$ cat src/rtl/call_stack_pc_pkg.sv
// Shared defaults and FSM encoding for the call/return program counter.
package call_stack_pc_pkg;

    localparam int unsigned ADDR_W_DEF       = 10;
    localparam int unsigned DEPTH_DEF        = 8;
    localparam logic [9:0]  RESET_VECTOR_DEF = 10'h000;
    localparam int unsigned DEPTH_W          = 4;
    localparam int unsigned JUMP_W           = 10;

    typedef enum logic [0:0] {
        StRun,
        StFlush
    } state_e;

endpackage

$ cat src/rtl/lifo_stack.sv
// Return-address LIFO; an entry count tracks occupancy so contents need no reset.
module lifo_stack #(
    parameter int unsigned Width  = 10,
    parameter int unsigned Depth  = 8,
    parameter int unsigned DepthW = 4
) (
    input  logic              clk_i,
    input  logic              rst_i,
    input  logic              push_i,
    input  logic              pop_i,
    input  logic [Width-1:0]  data_in_i,
    output logic [Width-1:0]  data_out_o,
    output logic [DepthW-1:0] depth_o,
    output logic              full_o,
    output logic              empty_o
);

    localparam int unsigned IdxW = (Depth > 1) ? $clog2(Depth) : 1;

    logic [Width-1:0]  mem_q [Depth];
    logic [DepthW-1:0] depth_q, depth_d;
    logic [IdxW-1:0]   wr_idx, rd_idx;
    logic              do_push, do_pop;

    assign full_o     = (depth_q == DepthW'(Depth));
    assign empty_o    = (depth_q == '0);
    assign depth_o    = depth_q;
    assign wr_idx     = IdxW'(depth_q);
    assign rd_idx     = IdxW'(depth_q - DepthW'(1));
    assign data_out_o = mem_q[rd_idx];
    assign do_push    = push_i && !full_o;
    assign do_pop     = pop_i && !empty_o && !push_i;

    always_comb begin
        depth_d = depth_q;
        if (do_push) begin
            depth_d = depth_q + DepthW'(1);
        end else if (do_pop) begin
            depth_d = depth_q - DepthW'(1);
        end
    end

    always_ff @(posedge clk_i or posedge rst_i) begin
        if (rst_i) begin
            depth_q <= '0;
        end else begin
            depth_q <= depth_d;
        end
    end

    always_ff @(posedge clk_i) begin
        if (do_push) begin
            mem_q[wr_idx] <= data_in_i;
        end
    end

endmodule

$ cat src/rtl/call_stack_pc.sv
// Program counter with BSR/RET handling, a hardware return stack and sticky error flags.
module call_stack_pc
    import call_stack_pc_pkg::*;
#(
    parameter int unsigned       ADDR_W       = ADDR_W_DEF,
    parameter int unsigned       DEPTH        = DEPTH_DEF,
    parameter logic [ADDR_W-1:0] RESET_VECTOR = ADDR_W'(RESET_VECTOR_DEF)
) (
    input  logic               CLK,
    input  logic               RESET,
    input  logic               HOLD,
    input  logic               bsr_det,
    input  logic               ret_det,
    input  logic [JUMP_W-1:0]  relative_jump,
    output logic [ADDR_W-1:0]  PC,
    output logic               flush,
    output logic [DEPTH_W-1:0] depth,
    output logic               stack_overflow,
    output logic               stack_underflow,
    output logic               conflict
);

    state_e            state_q, state_d;
    logic [ADDR_W-1:0] pc_q, pc_d;
    logic              ovf_q, ovf_d;
    logic              unf_q, unf_d;
    logic              conf_q, conf_d;

    logic [ADDR_W-1:0] jump_ext, pc_inc, stk_top;
    logic              stk_push, stk_pop, stk_full, stk_empty;

    assign jump_ext = ADDR_W'($signed(relative_jump));
    assign pc_inc   = pc_q + ADDR_W'(1);

    lifo_stack #(
        .Width  (ADDR_W),
        .Depth  (DEPTH),
        .DepthW (DEPTH_W)
    ) u_stack (
        .clk_i      (CLK),
        .rst_i      (RESET),
        .push_i     (stk_push),
        .pop_i      (stk_pop),
        .data_in_i  (pc_inc),
        .data_out_o (stk_top),
        .depth_o    (depth),
        .full_o     (stk_full),
        .empty_o    (stk_empty)
    );

    always_comb begin
        state_d  = state_q;
        pc_d     = pc_q;
        ovf_d    = ovf_q;
        unf_d    = unf_q;
        conf_d   = conf_q;
        stk_push = 1'b0;
        stk_pop  = 1'b0;
        if (!HOLD) begin
            pc_d = pc_inc;
            case (state_q)
                StRun: begin
                    if (bsr_det && ret_det) begin
                        conf_d = 1'b1;
                    end else if (bsr_det) begin
                        // Jump is taken even when the return address cannot be saved.
                        pc_d    = pc_q + jump_ext;
                        state_d = StFlush;
                        if (stk_full) begin
                            ovf_d = 1'b1;
                        end else begin
                            stk_push = 1'b1;
                        end
                    end else if (ret_det) begin
                        if (stk_empty) begin
                            unf_d = 1'b1;
                        end else begin
                            stk_pop = 1'b1;
                            pc_d    = stk_top;
                            state_d = StFlush;
                        end
                    end
                end
                StFlush: state_d = StRun;
                default: state_d = StRun;
            endcase
        end
    end

    always_ff @(posedge CLK or posedge RESET) begin
        if (RESET) begin
            state_q <= StRun;
            pc_q    <= RESET_VECTOR;
            ovf_q   <= 1'b0;
            unf_q   <= 1'b0;
            conf_q  <= 1'b0;
        end else begin
            state_q <= state_d;
            pc_q    <= pc_d;
            ovf_q   <= ovf_d;
            unf_q   <= unf_d;
            conf_q  <= conf_d;
        end
    end

    assign PC              = pc_q;
    assign flush           = (state_q == StFlush) && !HOLD;
    assign stack_overflow  = ovf_q;
    assign stack_underflow = unf_q;
    assign conflict        = conf_q;

endmodule

$ cat config.mk
export PLATFORM = sky130hd
export DESIGN_NAME = call_stack_pc
export DESIGN_NICKNAME = d
export VERILOG_FILES = /design/src/rtl/call_stack_pc_pkg.sv /design/src/rtl/lifo_stack.sv /design/src/rtl/call_stack_pc.sv
export SDC_FILE = /design/constraint.sdc
export NUM_CORES = 1
export LEC_CHECK = 0
export ABC_CLOCK_PERIOD_IN_PS = 3520
export CORE_MARGIN = 2
export CORE_UTILIZATION = 35
export DETAILED_ROUTE_END_ITERATION = 8
export SKIP_LAST_GASP = 1
export SYNTH_ARGS = -nofsm -noshare
export SYNTH_HDL_FRONTEND = slang
export SYNTH_SLANG_ARGS = --single-unit
$ cat constraint.sdc
create_clock -name CLK -period 3.52 [get_ports CLK]
set_clock_uncertainty 0.2 [all_clocks]
set_input_delay 0.704 -clock CLK [delete_from_list [all_inputs] [get_ports CLK]]
set_output_delay 0.704 -clock CLK [all_outputs]
set_load 0.01 [all_outputs]
==> out/metrics.csv, run 1 <==
stage;metric;value;unit
run_status;status;finished clean;
worst_setup_path;critPathMostFrequentCell;clkdlybuf4s50_1;
sta;timing.final.crit_share;0.8786;
worst_setup_path;cp-end-kind;output port;
clock_network;cts_inserted_buffers;9;
synthesis;synth_most_common_cell;edfxtp_1;
clock_network;cts_resized;0;
worst_setup_path;crit_path_start_kind;primary input;
synthesis;syn_area;4681;µm²
global_routing;grt_max_degree;29;
synthesis;synth_edf_count;80;
power_and_ir_drop;power_frac_comb;0.424;
layout;fin_nets;396;
worst_setup_path;r2r_slack;760;ps
worst_setup_path;worst_ep_required_time;2620;ps
detailed_routing;drtIter0Drc;211;
place;numPortBuffers;32;
synthesis;syn_avg_cell_area;14.36;µm²
detailed_routing;wl_met3;443;µm
sta;period_minus_slack;3093;ps
power_and_ir_drop;clkPwrFrac;0.209;
power_and_ir_drop;max-vdd-ir-drop;0.3330;mV
synthesis;yosysTopAreaCell;edfxtp_1;
clock_network;cts_setup_buffers;0;
clock_network;clk_latency;340;ps
floorplanning;io_pins;33;
synthesis;synth.yosys.seq_area_share;0.6095;
hold_path;hold_start;conflict$_DFFE_PP0P_;
floorplanning;initial_core_util;0.3563;
detailed_routing;drt_wl_total;10140;µm
detailed_routing;firstDrtPassIters;4;
global_routing;grt_pass1_vias;2879;
layout;diodes;0;
synthesis;yosysTopAreaCellShare;0.5132;
synthesis;synthTopCellsByArea;edfxtp_1, dfrtp_1, mux4_2;
detailed_routing;vias_per_cell;5.206;
global_routing;antenna_found_initial;0;
sta;hold_violations;0;
global_routing;groute.usage.overall;0.1510;
place;gp_congestion;0.8133;
hold_path;hp-class;register to register;
worst_setup_path;reg2regPathDepth;7;
sta;rsz0062_at_grt;no;
global_routing;grt_overflow_total;0;
worst_setup_path;cp.arrival;2190;ps
worst_setup_path;critPathSlowestCell;clkdlybuf4s50_1;
detailed_routing;routedWlPerCell;18.47;µm
worst_setup_path;regToRegStartpoint;u_stack.depth_o[1]$_DFFE_PP0P_;
synthesis;synthCells;326;
worst_setup_path;cp_cell_sequence;clkdlybuf4s50_1 > nand2b_1 > inv_1 > clkdlybuf4s50_1;
global_routing;grt_pass1_wl;16200;µm
power_and_ir_drop;powerDensity;866.7;nW/µm²
floorplanning;core_area;13140;µm²
clock_network;clk_pin_slew;70;ps
clock_network;cts_root_buf;clkbuf_16;
layout;drive_above_1_share;0.1609;
synthesis;synth_nets;354;
power_and_ir_drop;seqPwrFrac;0.367;
hold_path;worstHoldPathCells;1;
synthesis;yosys_warnings;0;
detailed_routing;via_count;2858;
synthesis;yosysUniqueCellTypes;51;
detailed_routing;ant_nets;0;
worst_setup_path;slowest_delay;560;ps
job;max_cap_violations;0;
floorplanning;die-area;14310;µm²
synthesis;synth_commonest_cells;edfxtp_1, nand2_1, mux4_2, nor2_1, dfrtp_1;
floorplanning;die_h;119.6;µm
clock_network;cts_tree;built;
worst_setup_path;worstPathMaxFanout;6;
clock_network;clock-sinks;98;
layout;area_growth_syn_to_layout;19.01;%
power_and_ir_drop;internal-power;3090;µW
floorplanning;fp-row-count;42;
detailed_routing;met1_length;4863;µm
synthesis;synth_flop_cell;edfxtp_1;
power_and_ir_drop;p_sw;1737;µW
sta;maxSlewViolCount;0;
floorplanning;dieWidth;119.6;µm
power_and_ir_drop;sw_frac_of_total;0.3598;
worst_setup_path;r2r_end;PC[9]$_DFFE_PP0N_;
sta;fmax;323.4;MHz
power_and_ir_drop;power.leakage;0.001934;µW
hold_path;holdPathEnd;conflict$_DFFE_PP0P_;
detailed_routing;highest_layer;met4;
sta;setup_viol;0;
worst_setup_path;path_class;primary input to output port;
synthesis;synth-async-reset-ratio;0.1837;
synthesis;synth_seq_cells;98;
clock_network;cts_hold_buf;0;
sta;fin_setup_tns;0;ps
sta;worst_pin_slew;790.0;ps
detailed_routing;drc;0;
detailed_routing;route.met2.wl;4644;µm
clock_network;htreeDepth;3;
clock_network;cts_max_path_buffers;2;
sta;relSlewSlack;0.4695;
place;hpwl;6790;µm
sta;whs;270.4;ps
==> cell type report <==
cell class	count	area (µm²)
Clock inverter	7	80.08
Inverter	10	37.54
Tap cell	176	220.2
Multi-Input combinational cell	203	1729
Fill cell	1195	7567
Sequential cell	98	2853
Clock buffer	9	225.2
Timing Repair Buffer	46	425.4
==> registers in the layout (all words and copies together) (netlist names) <==
register and cells:
conflict 1, state_q 1, PC 10, stack_overflow 1, stack_underflow 1, u_stack.depth_o 4, u_stack.mem_q 80
==> placed cells by master (no fill, tap or decap), drive strengths merged, types with 8 or more instances in the layout <==
cell	synthesis	final
clkbuf	9	9
inv	10	14
edfxtp	80	80
clkdlybuf4s50	0	32
mux2i	9	9
ha	12	12
nor3	8	8
xnor2	12	12
buf	6	14
dfrtp	18	18
o21ai	12	12
mux4	20	20
a21oi	14	14
nor2	20	20
nand2	25	25
==> cell families (layout without fill, tap and decap cells) <==
| logic type | Yosys count | after routing | share of synthesized area |
|---|---|---|---|
| adder cells (fa/ha/maj) | 13 | 13 | 0.03635 |
| AND/OR/NAND/NOR | 75 | 75 | 0.07779 |
| multiplexers | 31 | 31 | 0.1203 |
| buffers and inverters | 25 | 72 | 0.02245 |
| AO/OA/AOI/OAI | 68 | 68 | 0.09971 |
| XOR/XNOR | 16 | 16 | 0.03395 |
| flip-flops | 98 | 98 | 0.6095 |
==> worst max-delay path: cells and delay by family <==
family,cells,cell delay (ps)
buf+inv,3,1240
simple gates,1,250
==> power by group through the flow <==
| stage | clock [µW] | sequential, µW | combinational, µW |
|---|---|---|---|
| after CTS | 1030 | 1770 | 2070 |
| after global routing | 1080 | 1800 | 2250 |
| after floorplan | 0 | 1740 | 1450 |
| after global placement | 0 | 1790 | 2040 |
| after detailed placement | 0 | 1790 | 2060 |
| final | 1010 | 1770 | 2050 |
==> metrics by stage <==
stage	std cells	area, µm²	power [µW]	util	worst slack (ps)
after CTS	549	5570	4874	0.4240	426.9
after detailed placement	533	5265	3850	0.4008	322.2
after global routing	549	5570	5130	0.4240	373.3
final	549	5570	4828	0.4240	427.4
after floorplan	326	4681	3194	-	315.5
after global placement	533	5265	3828	0.4008	326.0
==> worst max path at each step <==
stage                                         from                            end  slack, ps  depth (start not counted)
floorplan           u_stack.depth_o[0]$_DFFE_PP0P_  u_stack.mem_q[0][0]$_DFFE_PP_        320                          8
global route                                  HOLD                          flush        370                          4
global placement                  relative_jump[1]              PC[9]$_DFFE_PP0N_        330                          8
detailed placement                relative_jump[1]              PC[9]$_DFFE_PP0N_        320                          8
CTS                                           HOLD                          flush        430                          4
finish                                        HOLD                          flush        430                          4
==> layer usage <==
layer | GRT usage | vias to the layer above
met5 | 0 | -
met4 | 0.06029 | 0
met3 | 0.03184 | 17
met2 | 0.2329 | 64
met1 | 0.2093 | 1420
li1 | - | 1357
(Power assumes the default switching activity.)
==> inputs of run 2 (changes only) <==
CELL_PAD_IN_SITES_DETAIL_PLACEMENT = 0   (was default)
CELL_PAD_IN_SITES_GLOBAL_PLACEMENT = 2   (was default)
PLACE_DENSITY_LB_ADDON = 0.1   (was default)
==> run 2 against run 1 <==
  * Clock power is 11% higher
  * Fmax decreased by 1.2%
  * Combinational power is 2% higher
  * Critical path depth is the same
  * Total power rose by 3.3%
  * Core utilization rose by 0.50 points
  * Non-clock buffer count up 4
  * Critical path type unchanged
==> out/metrics.csv, run 2 (synthesized netlist as in run 1, its figures left out) <==
stage;metric;value;unit
place;numPortBuffers;32;
power_and_ir_drop;seqPwrFrac;0.354;
detailed_routing;ant_nets;0;
detailed_routing;via_count;2851;
floorplanning;die_h;119.6;µm
clock_network;cts_root_buf;clkbuf_16;
worst_setup_path;slowest_delay;560;ps
detailed_routing;drt_wl_total;11100;µm
clock_network;clk_pin_slew;70;ps
detailed_routing;drc;0;
power_and_ir_drop;max-vdd-ir-drop;0.3904;mV
sta;relSlewSlack;0.4216;
clock_network;cts_tree;built;
worst_setup_path;cp_cell_sequence;clkdlybuf4s50_1 > nand2b_1 > inv_1 > clkdlybuf4s50_1;
clock_network;cts_inserted_buffers;9;
clock_network;cts_max_path_buffers;2;
floorplanning;core_area;13140;µm²
worst_setup_path;path_class;primary input to output port;
hold_path;hp-class;register to register;
floorplanning;initial_core_util;0.3563;
worst_setup_path;critPathSlowestCell;clkdlybuf4s50_1;
job;max_cap_violations;0;
floorplanning;dieWidth;119.6;µm
global_routing;grt_pass1_vias;2868;
clock_network;cts_resized;0;
layout;diodes;0;
sta;period_minus_slack;3131;ps
clock_network;clk_latency;350;ps
detailed_routing;firstDrtPassIters;4;
detailed_routing;drtIter0Drc;208;
layout;layout.cells.most_common;edfxtp_1;
worst_setup_path;critPathMostFrequentCell;clkdlybuf4s50_1;
global_routing;groute.usage.overall;0.1637;
global_routing;antenna_found_initial;0;
layout;utilization;0.4290;
layout;area_growth_syn_to_layout;20.42;%
floorplanning;die-area;14310;µm²
power_and_ir_drop;clkPwrFrac;0.224;
layout;largest_register_ff_count;80;
power_and_ir_drop;power.leakage;0.001970;µW
power_and_ir_drop;p_sw;1752;µW
worst_setup_path;worstPathMaxFanout;6;
clock_network;clock-sinks;98;
layout;top_register;u_stack.mem_q;
floorplanning;fp-row-count;42;
detailed_routing;route.met2.wl;5281;µm
detailed_routing;highest_layer;met4;
worst_setup_path;cp-end-kind;output port;
sta;maxSlewViolCount;0;
sta;fin_setup_tns;0;ps
sta;hold_violations;0;
clock_network;htreeDepth;3;
layout;fin_nets;400;
power_and_ir_drop;internal-power;3234;µW
floorplanning;io_pins;33;
detailed_routing;routedWlPerCell;20.11;µm
worst_setup_path;cp.arrival;2230;ps
worst_setup_path;worst_ep_required_time;2620;ps
detailed_routing;vias_per_cell;5.165;
detailed_routing;met1_length;5319;µm
run_status;status;finished clean;
global_routing;grt_pass1_wl;16940;µm
sta;setup_viol;0;
layout;drive_above_1_share;0.1676;
power_and_ir_drop;power_frac_comb;0.421;
worst_setup_path;r2r_slack;740;ps
clock_network;cts_setup_buffers;0;
layout;layout_common_cells;edfxtp_1, clkdlybuf4s50_1, nand2_1;
power_and_ir_drop;sw_frac_of_total;0.3514;
clock_network;cts_hold_buf;0;
global_routing;grt_max_degree;29;
detailed_routing;wl_met3;310;µm
sta;rsz0062_at_grt;no;
sta;fmax;319.4;MHz
place;hpwl;7485;µm
worst_setup_path;crit_path_start_kind;primary input;
power_and_ir_drop;powerDensity;884.6;nW/µm²
power_and_ir_drop;power;4986;µW
global_routing;grt_overflow_total;0;
sta;worst_pin_slew;861.5;ps
sta;timing.final.crit_share;0.8894;
place;gp_congestion;0.7502;
## run 2: critical path: cells and delay by family
| family | cells | cell delay, ps |
|---|---|---|
| buf+inv | 3 | 1250 |
| simple gates | 1 | 270 |
## run 2: path summary, 6_finish.rpt
check,start,to,cells after the start
max,HOLD,flush,4
min,stack_underflow$_DFFE_PP0P_,stack_underflow$_DFFE_PP0P_,1
max reg2reg,u_stack.depth_o[1]$_DFFE_PP0P_,PC[9]$_DFFE_PP0N_,7
min reg2reg,stack_underflow$_DFFE_PP0P_,stack_underflow$_DFFE_PP0P_,1
max in group asynchronous,RESET,state_q$_DFFE_PP0N_,2
min in group asynchronous,RESET,stack_underflow$_DFFE_PP0P_,2
## run 2: stage by stage
step / cell area [µm²] / hold WS, ps / setup slack [ps] / cells
floorplan: 4681 / 311.7 / 315.5 / 326
global placement: 5295 / 254.1 / 223.1 / 537
detailed placement: 5295 / 263.3 / 230.2 / 537
CTS: 5637 / 282.6 / 394.1 / 552
global route: 5637 / 304.1 / 304.4 / 552
finish: 5637 / 275.6 / 389.2 / 552
## run 2: routing by layer
metal | GRT usage | vias to the layer above
met3 | 0.02614 | 13
met1 | 0.2275 | 1441
met5 | 0 | -
li1 | - | 1359
met2 | 0.2579 | 38
met4 | 0.06544 | 0
## run 2: layout make-up
cell class | instances | area, µm²
clock inverters | 6 | 116.4
flip-flops and latches | 98 | 2853
fillers | 1224 | 7501
repair buffers | 50 | 455.4
inverters | 10 | 37.54
multi-input cells | 203 | 1729
well taps | 176 | 220.2
clock buffers | 9 | 225.2
## run 2: power by group through the flow
| stage | Combinational (µW) | Clock (µW) | Sequential (µW) |
|---|---|---|---|
| finish | 2100 | 1120 | 1770 |
| global route | 2310 | 1200 | 1800 |
| CTS | 2140 | 1150 | 1770 |
| detailed placement | 2120 | 0 | 1790 |
| global placement | 2120 | 0 | 1790 |
| floorplan | 1450 | 0 | 1740 |
==> inputs of run 3 (changes only) <==
CAP_MARGIN = 20   (was default)
==> results of run 3 <==
Final layout, timing and power as in run 2 (identical DEF).
